--- config.mk ---
export PLATFORM = sky130hd
export DESIGN_NAME = pipe_ctrl
export DESIGN_NICKNAME = d
export VERILOG_FILES = /design/src/rtl/pipe_ctrl.sv
export SDC_FILE = /design/constraint.sdc
export NUM_CORES = 1
export LEC_CHECK = 0
export ABC_AREA = 1
export CORE_ASPECT_RATIO = 0.5
export CORE_MARGIN = 1
export CORE_UTILIZATION = 42
export DETAILED_ROUTE_END_ITERATION = 7
export MAX_ROUTING_LAYER = met4
export PLACE_DENSITY = 0.85
export SLEW_MARGIN = 5
export SYNTH_ARGS = -nofsm -noshare
export SYNTH_HDL_FRONTEND = slang
export SYNTH_SLANG_ARGS = --single-unit
--- constraint.sdc ---
create_clock -name clk -period 3.2 [get_ports clk]
set_input_delay 0.48 -clock clk [delete_from_list [all_inputs] [get_ports clk]]
set_output_delay 0.48 -clock clk [all_outputs]
set_load 0.05 [all_outputs]
--- src/rtl/pipe_ctrl.sv ---
// Pipeline hazard/redirect controller: RUN/BUBBLE/FLUSH/HALT FSM driving per-stage holds.
// Optional stall watchdog enabled by defining PIPE_CTRL_TIMEOUT_EN.
module pipe_ctrl #(
   parameter int unsigned TIMEOUT_CYCLES = 255
) (
   input  logic        clk,
   input  logic        rst,
   input  logic        stallreq_id_i,
   input  logic        stallreq_ex_i,
   input  logic        load_use_i,
   input  logic        flush_req_i,
   input  logic [31:0] flush_pc_i,
   input  logic        halt_req_i,
   output logic [5:0]  stall_o,
   output logic        flush_o,
   output logic [31:0] new_pc_o,
   output logic        halted_o,
   output logic        stall_timeout_o
);

   typedef enum logic [1:0] {ST_RUN, ST_BUBBLE, ST_FLUSH, ST_HALT} state_e;

   state_e      state_q, state_d;
   logic [31:0] pc_q, pc_d;
   logic        pend_q, pend_d;

   if (TIMEOUT_CYCLES < 1 || TIMEOUT_CYCLES > 65535) begin : g_param_check
      $error("pipe_ctrl: TIMEOUT_CYCLES out of range 1..65535");
   end

   always_ff @(posedge clk or posedge rst) begin
      if (rst) begin
         state_q <= ST_RUN;
         pc_q    <= 32'h0;
         pend_q  <= 1'b0;
      end else begin
         state_q <= state_d;
         pc_q    <= pc_d;
         pend_q  <= pend_d;
      end
   end

   always_comb begin
      state_d = state_q;
      pc_d    = pc_q;
      pend_d  = pend_q;
      case (state_q)
         ST_RUN, ST_BUBBLE: begin
            if (flush_req_i) begin
               state_d = ST_FLUSH;
               pc_d    = flush_pc_i;
            end else if (halt_req_i) begin
               state_d = ST_HALT;
            end else if (state_q == ST_RUN && !stallreq_ex_i && !stallreq_id_i && load_use_i) begin
               state_d = ST_BUBBLE;
            end else begin
               state_d = ST_RUN;
            end
         end
         ST_FLUSH: begin
            if (flush_req_i) begin
               state_d = ST_FLUSH;
               pc_d    = flush_pc_i;
            end else begin
               state_d = ST_RUN;
            end
         end
         ST_HALT: begin
            // A redirect seen while halted is remembered and taken on exit; the newest PC wins.
            if (flush_req_i) pc_d = flush_pc_i;
            if (!halt_req_i) begin
               pend_d  = 1'b0;
               state_d = (pend_q || flush_req_i) ? ST_FLUSH : ST_RUN;
            end else if (flush_req_i) begin
               pend_d = 1'b1;
            end
         end
         default: state_d = ST_RUN;
      endcase
   end

   always_comb begin
      stall_o  = 6'b000000;
      flush_o  = 1'b0;
      halted_o = 1'b0;
      case (state_q)
         ST_RUN: begin
            if (flush_req_i || halt_req_i) stall_o = 6'b000000;
            else if (stallreq_ex_i)        stall_o = 6'b001111;
            else if (stallreq_id_i || load_use_i) stall_o = 6'b000111;
         end
         ST_FLUSH: flush_o = 1'b1;
         ST_HALT: begin
            stall_o  = 6'b111111;
            halted_o = 1'b1;
         end
         default: ;
      endcase
   end

   assign new_pc_o = pc_q;

`ifdef PIPE_CTRL_TIMEOUT_EN
   logic [15:0] cnt_q, cnt_d;
   logic        timeout_q;
   logic        stalling;
   logic        hit;

   // The count includes the current stalled cycle, so the flag rises in the Nth stalled cycle.
   assign stalling = (state_q == ST_RUN) && (stall_o != 6'b000000);
   assign hit      = stalling && (({1'b0, cnt_q} + 17'd1) >= 17'(TIMEOUT_CYCLES));
   assign cnt_d    = !stalling ? 16'h0 : ((cnt_q == 16'hFFFF) ? cnt_q : cnt_q + 16'd1);

   always_ff @(posedge clk or posedge rst) begin
      if (rst) begin
         cnt_q     <= 16'h0;
         timeout_q <= 1'b0;
      end else begin
         cnt_q     <= cnt_d;
         timeout_q <= timeout_q | hit;
      end
   end

   assign stall_timeout_o = timeout_q | hit;
`else
   assign stall_timeout_o = 1'b0;
`endif

endmodule

## Word level (Yosys, flattened, before mapping)

Index checks and enable logic that the tools add are counted.

- Word-level logic and storage cells: 38
- Register bits after elaboration: 35
- Output and inout port bits: 41

- Multiplexer cells: 17
- Equality and inequality tests: 6
- Reduce and logical (&&, ||, !) cells: 12

Operators by type and width:

| operator | count |
|---|---|
| $mux 32 | 2 |
| $pmux 6 s2 | 1 |
| $mux 2 | 5 |
| $mux 4 | 2 |
| $pmux 2 s3 | 1 |
| $mux 1 | 5 |
| $eq 2x2->1 const B | 2 |
| $ne 2x2->1 const B | 2 |
| $reduce_or 4->1 | 1 |
| $logic_and 1x1->1 | 3 |
| $logic_or 1x1->1 | 3 |
| $mux 3 | 1 |
| $eq 2x1->1 const B | 1 |
| $logic_not 1->1 | 2 |
| $logic_not 2->1 | 1 |
| $ne 2x1->1 const B | 1 |
| $reduce_and 2->1 | 1 |
| $reduce_or 2->1 | 1 |

## Longest topological paths before layout

Gate-level depths: netlist of the first run.

- Depth after elaboration: 8
- Depth in mapped cells: 8
- Depth with buffers taken out: 7

## Worst setup path before layout of the first run

Ideal clock, no wire load.

- Path kind: register -> output
- Start point: register state_q[0]
- End point: output stall_o[1]
- Setup slack: 0.326 ns
- Path buffers: 1
- Data required time: 2.720 ns
- Cell stages (with the launch flop): 5
- Arrival: 2.394 ns
- Cell sequence: dfrtp_1 -> ha_1 -> inv_1 -> a21oi_1 -> buf_4

- Word-level cells in the longest chain between the ends: 2

Ends and longest elaborated chain:

| what | line | source |
|---|---|---|
| start: declaration | 23 | `state_e state_q, state_d;` |
| start signal: assignment | 37 | `state_q <= state_d;` |
| $eq 2x2->1 or $logic_not 2->1 (tied branches) | 86 | `case (state_q)` |
| $pmux 6 s2 (*) | 86 |  |
| end: declaration | 14 | `output logic [5:0] stall_o,` |

Mark *: on every way between the ends. The rest lies on a longest branch, timed or not.

## Final worst setup path of the first run

- Start point: input halt_req_i
- End point: output stall_o[0]

- Word-level cells in the longest chain between the ends: 3

Ends and longest elaborated chain:

| what | line | source |
|---|---|---|
| start: declaration | 13 | `input logic halt_req_i,` |
| $logic_or 1x1->1 | 88 | `if (flush_req_i \|\| halt_req_i) stall_o = 6'b000000;` |
| $mux 4 | 88 |  |
| $pmux 6 s2 | 86 |  |

No other way between the ends.

==> metrics.cfg, run 1 <==
[run_status]
outcome=finished, final reports clean

[timing]
rsz0062_at_grt=false
clock_skew_ns=0.00339
fin_crit_ns=2.81
finalCritPeriodShare=0.878
fmax_mhz=356
max_slew.worst_pin.slew_ns=0.542
slew_viol_final=0
relSlewSlack=0.638
setup_slack_ns=0.389
setup_violations=0
setup_tns_ns=0
finalHoldViolations=0

[cts]
clock_latency_ns=0.28
clock_path_buffers=2
cts_tree=done
postCtsSetupBuffers=0
clk_pin_slew_worst_paths_ns=0.06
cts_buffers=5
cts_root_buffer=clkbuf_8
clock_sinks=35
cts_resized=0
htree_levels=2
cts_hold_buffers=0

[drt]
drc=0
wl_per_cell_um=12.8
firstDrtPassIters=4
num_vias=1493
wirelength_mm=3.96
vias_per_cell=4.82
drt_iter0_markers=96
antenna_left=0

[synth]
synth_area_um2=1600
ys_ff_latch=35
synth.yosys.seq_area_share=0.548
ys_warn_count=0
synth_top_area_frac=0.548
synth_top_area_cell=dfrtp_1
avgSynthCellArea_um2=8.55
synthCells=187
synth.area.top_cells=dfrtp_1, nand2_1, nand3_1, ha_1, buf_4
synth.distinct_cells=18
synth_nets=230

[place]
placed_cells=304
io_buffers=78
globalplace.congestion=0.787
pre_cts_ws_ns=0.385
dp_hpwl_mm=2.76

[floorplan]
dieArea_um2=4070
design.core.area_um2=3530
die_w_um=89.3
ios=80
die-height_um=45.6
initial_utilization=0.453
rows=15

[power_and_ir_drop]
combPwrFrac=0.412
ir_drop_v=0.000226
power.switching_mw=0.568
p_leak_nw=1.17
p_per_area_nw_per_um2=584
total_power_mw=1.42
seq_power_share=0.384
sw_frac_of_total=0.400
internal-power_mw=0.852
clkPwrFrac=0.204

[grt]
grt_max_degree=36
grtUsageMet2=0.366
grtUsageTotal=0.205
gr-total-overflow=0
antenna_found_initial=0
busiest_layer=met2
grt_pass1_wl_mm=5.91
met1_usage=0.226
grt_pass1_vias=1333
use_met3=0.0562

[finish]
diodes=0
finalNonFillerCells=310
nets=303
syn_to_final_growth_pct=52.0
drive_above_1_share=0.0425
fin_util=0.689

[flow_run]
drv_cap=0

[worst_hold_path]
hold_path_class=reg -> reg
min-delay-start=new_pc_o[22]$_DFFE_PP0P_

[critical_path]
worstPathArrival_ns=2.33
path_class=in -> out
crit_required_ns=2.72
worstSetupStartpointType=primary input
worstReg2RegStart=state_q[0]$_DFFE_PP0P_
cp-end-kind=output pin
startpoint=halt_req_i
cp_max_fo=4

## critical path, stage by stage
cell and delay [ns]:
clkdlybuf4s50_1 0.46, inv_1 0.11, nand2_1 0.05, nor2_1 0.13
nand2_1 0.07, a21oi_1 0.19, clkdlybuf4s50_1 0.85
## stage by stage
stage	hold slack [ns]	cell area [um2]
5_1_grt	0.526	2430
3_5_place_dp	0.494	2360
6_report	0.509	2430
3_3_place_gp	0.487	2360
4_1_cts	0.513	2430
2_1_floorplan	0.528	1600
## synth_stat cells, drive strengths merged
| cell type | n |
|---|---|
| nand2 | 77 |
| dfrtp | 35 |
| nand3 | 33 |
| buf | 13 |
| inv | 9 |
| nor2 | 7 |
| ha | 4 |
| o21ai | 3 |
| a21oi | 2 |
| clkbuf | 1 |
| conb | 1 |
| nor3 | 1 |
| o21bai | 1 |
## cells in the final DEF, fill, tap and decap left out
cell type and n:
ha_1 4, clkdlybuf4s50_1 78, clkbuf_1 1, o21bai_1 1, nand2_1 75, clkbuf_8 5
inv_1 8, nor2_1 6, nand3_1 33, nor3_1 1, a21oi_1 2, nand2_4 2
o21ai_0 3, conb_1 1, inv_2 1, dfrtp_1 35, buf_4 2, nor2_2 1
## final timing paths
kind,end,slack (ns),cells after the start
setup / recovery,stall_o[0],0.39,7
hold / removal,new_pc_o[22]$_DFFE_PP0P_,0.51,2
setup reg to reg,new_pc_o[7]$_DFFE_PP0P_,1.39,6
hold reg to reg,new_pc_o[22]$_DFFE_PP0P_,0.51,2
max in group asynchronous,new_pc_o[10]$_DFFE_PP0P_,2.29,3
min in group asynchronous,new_pc_o[22]$_DFFE_PP0P_,0.60,3
## flip-flops by register name, summed over array words and instances, names as in the netlist
name      cells
new_pc_o     32
state_q       2
pend_q        1
## power groups by stage
stage                     clock (mW)  combinational, mW  sequential [mW]
after floorplan                    0              0.173            0.763
after global placement             0              0.576            0.551
after detailed placement           0              0.586            0.553
after CTS                      0.293              0.587            0.546
after global routing           0.312              0.615            0.553
final                          0.290              0.585            0.546
## per-layer routing
metal	up-vias	routed length, um
li1	726	-
met1	724	1710
met2	39	2000
met3	4	218
met4	0	33
met5	-	0
## final cells by class
type | count | area, um2
clock buffer | 6 | 72.6
sequential | 35 | 876
inverter | 9 | 33.8
timing repair buffer | 80 | 796
tap | 51 | 63.8
fill | 288 | 1100
multi-input combinational | 129 | 589
## logic make-up (layout without fill, tap and decap cells)
group                      after synthesis  count (layout)  synth area share
and+or+nand+nor                        118             118             0.315
DFF                                     35              35             0.548
buffers and inverters                   23              95            0.0837
AOI/OAI and AO/OA                        6               6            0.0203
adders and majority gates                4               4            0.0313
other                                    1               1           0.00235
No activity file was read; power rests on OpenSTA's default activity.
==> inputs of run 2 (changes only) <==
--- a/config.mk
+++ b/config.mk
@@ -5,7 +5,6 @@
 export SDC_FILE = /design/constraint.sdc
 export NUM_CORES = 1
 export LEC_CHECK = 0
-export ABC_AREA = 1
 export CORE_ASPECT_RATIO = 0.5
 export CORE_MARGIN = 1
 export CORE_UTILIZATION = 42
==> run 2 against run 1 <==
  * Largest cell class unchanged
  * Highest routed layer unchanged
  * Final cell count is 25% lower
  * Sequential cell count stayed put
  * First-iteration DRC count is 64% lower
  * Synthesized area is 1.6% higher
  * Power is 7.3% higher
==> metrics.cfg, run 2 <==
[floorplan]
initial_utilization=0.456  ; +0.00260
die-height_um=46.0  ; +0.78%
rows=15  ; unchanged
die_w_um=90.0  ; +0.80%
dieArea_um2=4140  ; +1.6%
design.core.area_um2=3570  ; +1.1%
ios=80  ; unchanged

[cts]
clock_path_buffers=2  ; unchanged
cts_hold_buffers=0  ; unchanged
cts_root_buffer=clkbuf_8
cts_resized=0  ; unchanged
clk_pin_slew_worst_paths_ns=0.07  ; about the same
clock_sinks=35  ; unchanged
htree_levels=2  ; unchanged
postCtsSetupBuffers=0  ; unchanged
cts_buffers=5  ; unchanged
clock_latency_ns=0.29  ; about the same
cts_tree=done

[critical_path]
cp_max_fo=6  ; +2
cp-end-kind=output pin
r2r_setup_slack_ns=1.01  ; -0.38 ns
worstReg2RegStart=state_q[1]$_DFFE_PP0P_
reg2reg_to=new_pc_o[28]$_DFFE_PP0P_
path_class=in -> out
crit_required_ns=2.72  ; about the same
worstPathArrival_ns=2.34  ; about the same
worstSetupStartpointType=primary input
ff2ff_path_depth=5  ; -1

[synth]
synth_common_cells=dfrtp_1, mux2_4, a21oi_1, buf_4, inv_1
ys_warn_count=0  ; unchanged
synth.distinct_cells=19  ; +1
synth_nets=146  ; -37%
async_flop_share=1.00  ; unchanged
synth.yosys.seq_area_share=0.539  ; -0.00885
synth_top_area_cell=dfrtp_1
synth_ff_type=dfrtp_1
avgSynthCellArea_um2=15.8  ; +85%
synth_area_um2=1630  ; +1.6%
synth_top_area_frac=0.539  ; -0.00885
synth_edf_count=0  ; unchanged
ys_ff_latch=35  ; unchanged
synth_most_common_cell=dfrtp_1
synth.area.top_cells=dfrtp_1, mux2_4, ha_1, buf_6, buf_4
synthCells=103  ; -45%

[grt]
grtUsageTotal=0.197  ; -0.00820
grt_pass1_wl_mm=5.78  ; -2.1%
antenna_found_initial=0  ; unchanged
grt_max_degree=36  ; unchanged
grt_pass1_vias=1167  ; -12%
gr-total-overflow=0  ; unchanged

[power_and_ir_drop]
total_power_mw=1.52  ; +7.3%
internal-power_mw=0.984  ; +15%
power.switching_mw=0.540  ; -4.9%
seq_power_share=0.356  ; -0.028
p_per_area_nw_per_um2=605  ; +3.5%
combPwrFrac=0.380  ; -0.032
p_leak_nw=1.11  ; -5.2%
clkPwrFrac=0.264  ; +0.060
sw_frac_of_total=0.354  ; -0.0455
ir_drop_v=0.000318  ; +40%

[drt]
antenna_left=0  ; unchanged
vias_per_cell=4.66  ; -3.3%
firstDrtPassIters=4  ; unchanged
num_vias=1085  ; -27%
drt_iter0_markers=35  ; -64%
drc=0  ; unchanged
wl_per_cell_um=16.0  ; +25%
wirelength_mm=3.72  ; -6.0%

[run_status]
outcome=finished, final reports clean

[finish]
layout_commonest_cell=clkdlybuf4s50_1
final_cell_mix=clkdlybuf4s50_1, dfrtp_1, mux2_4, a21oi_1
nets=224  ; -26%
syn_to_final_growth_pct=55.0
drive_above_1_share=0.258  ; +0.216
diodes=0  ; unchanged
largest_reg_flops=32  ; unchanged

[worst_hold_path]
hold_path_class=reg -> reg
hold_depth=1  ; -1
min_to=new_pc_o[21]$_DFFE_PP0P_
min-delay-start=new_pc_o[21]$_DFFE_PP0P_

[timing]
max_slew.worst_pin.slew_ns=0.700  ; +0.158 ns
slew_viol_final=0  ; unchanged
finalCritPeriodShare=0.882  ; +0.00319
rsz0062_at_grt=false
fin_crit_ns=2.82  ; +0.0102 ns
finalHoldViolations=0  ; unchanged
setup_violations=0  ; unchanged
relSlewSlack=0.532  ; -0.105
clock_skew_ns=0.00353  ; +0.000135 ns
setup_tns_ns=0  ; unchanged
fmax_mhz=354  ; -0.36%

[place]
dp_hpwl_mm=2.72  ; -1.6%
globalplace.congestion=0.763  ; -3.1%
io_buffers=78  ; unchanged

[flow_run]
drv_cap=0  ; unchanged

run 2: critical path: stages:
cell and delay (ns):
clkdlybuf4s50_1 0.54, nor3b_1 0.30, a21oi_1 0.10, nor2_1 0.10, clkdlybuf4s50_1 0.81
run 2: final cells by class:
cell class                      instances  area (um2)
Sequential cell                        35         876
Multi-Input combinational cell         54         648
Timing Repair Buffer                   80         801
Clock buffer                            5        68.8
Fill cell                             238        1050
Clock inverter                          3        43.8
Tap cell                               51        63.8
Inverter                                5        18.8
run 2: logic make-up after synthesis:
| family | count (synthesis) | share of synthesized area |
|---|---|---|
| buffers and inverters | 14 | 0.0624 |
| AOI/OAI and AO/OA | 10 | 0.0354 |
| DFF | 35 | 0.539 |
| adders and majority gates | 4 | 0.0308 |
| other | 1 | 0.00231 |
| and+or+nand+nor | 7 | 0.0393 |
| muxes | 32 | 0.291 |
run 2: worst max-delay path by stage:
stage / start / end
4_1_cts: state_q[1]$_DFFE_PP0P_ / stall_o[3]
3_3_place_gp: flush_req_i / stall_o[3]
6_report: flush_req_i / stall_o[3]
3_5_place_dp: flush_req_i / stall_o[3]
5_1_grt: state_q[1]$_DFFE_PP0P_ / stall_o[3]
2_1_floorplan: state_q[0]$_DFFE_PP0P_ / stall_o[1]
run 2: per-layer routing:
metal / vias up / global-route usage / share of wire
li1: 504 / - / -
met5: - / - / 0
met2: 24 / 0.362 / 0.55
met4: 0 / 0.0774 / 0.013
met1: 550 / 0.216 / 0.41
met3: 7 / 0.0500 / 0.027
run 2: power groups by stage:
stage,combinational [mW],clock [mW],sequential [mW]
global route,0.602,0.432,0.550
global placement,0.573,0,0.546
floorplan,0.192,0,0.742
detailed placement,0.581,0,0.550
CTS,0.584,0.411,0.543
finish,0.579,0.403,0.542
run 2: through the flow:
| step | util | hold slack [ns] | instances | setup slack, ns | area (um2) |
|---|---|---|---|---|---|
| after detailed placement | 0.675 | 0.491 | 225 | 0.414 | 2410 |
| after CTS | 0.707 | 0.515 | 233 | 0.383 | 2520 |
| after floorplan | - | 0.491 | 103 | 0.364 | 1630 |
| after global placement | 0.675 | 0.489 | 225 | 0.433 | 2410 |
| final | 0.707 | 0.512 | 233 | 0.379 | 2520 |
| after global routing | 0.707 | 0.534 | 233 | 0.242 | 2520 |
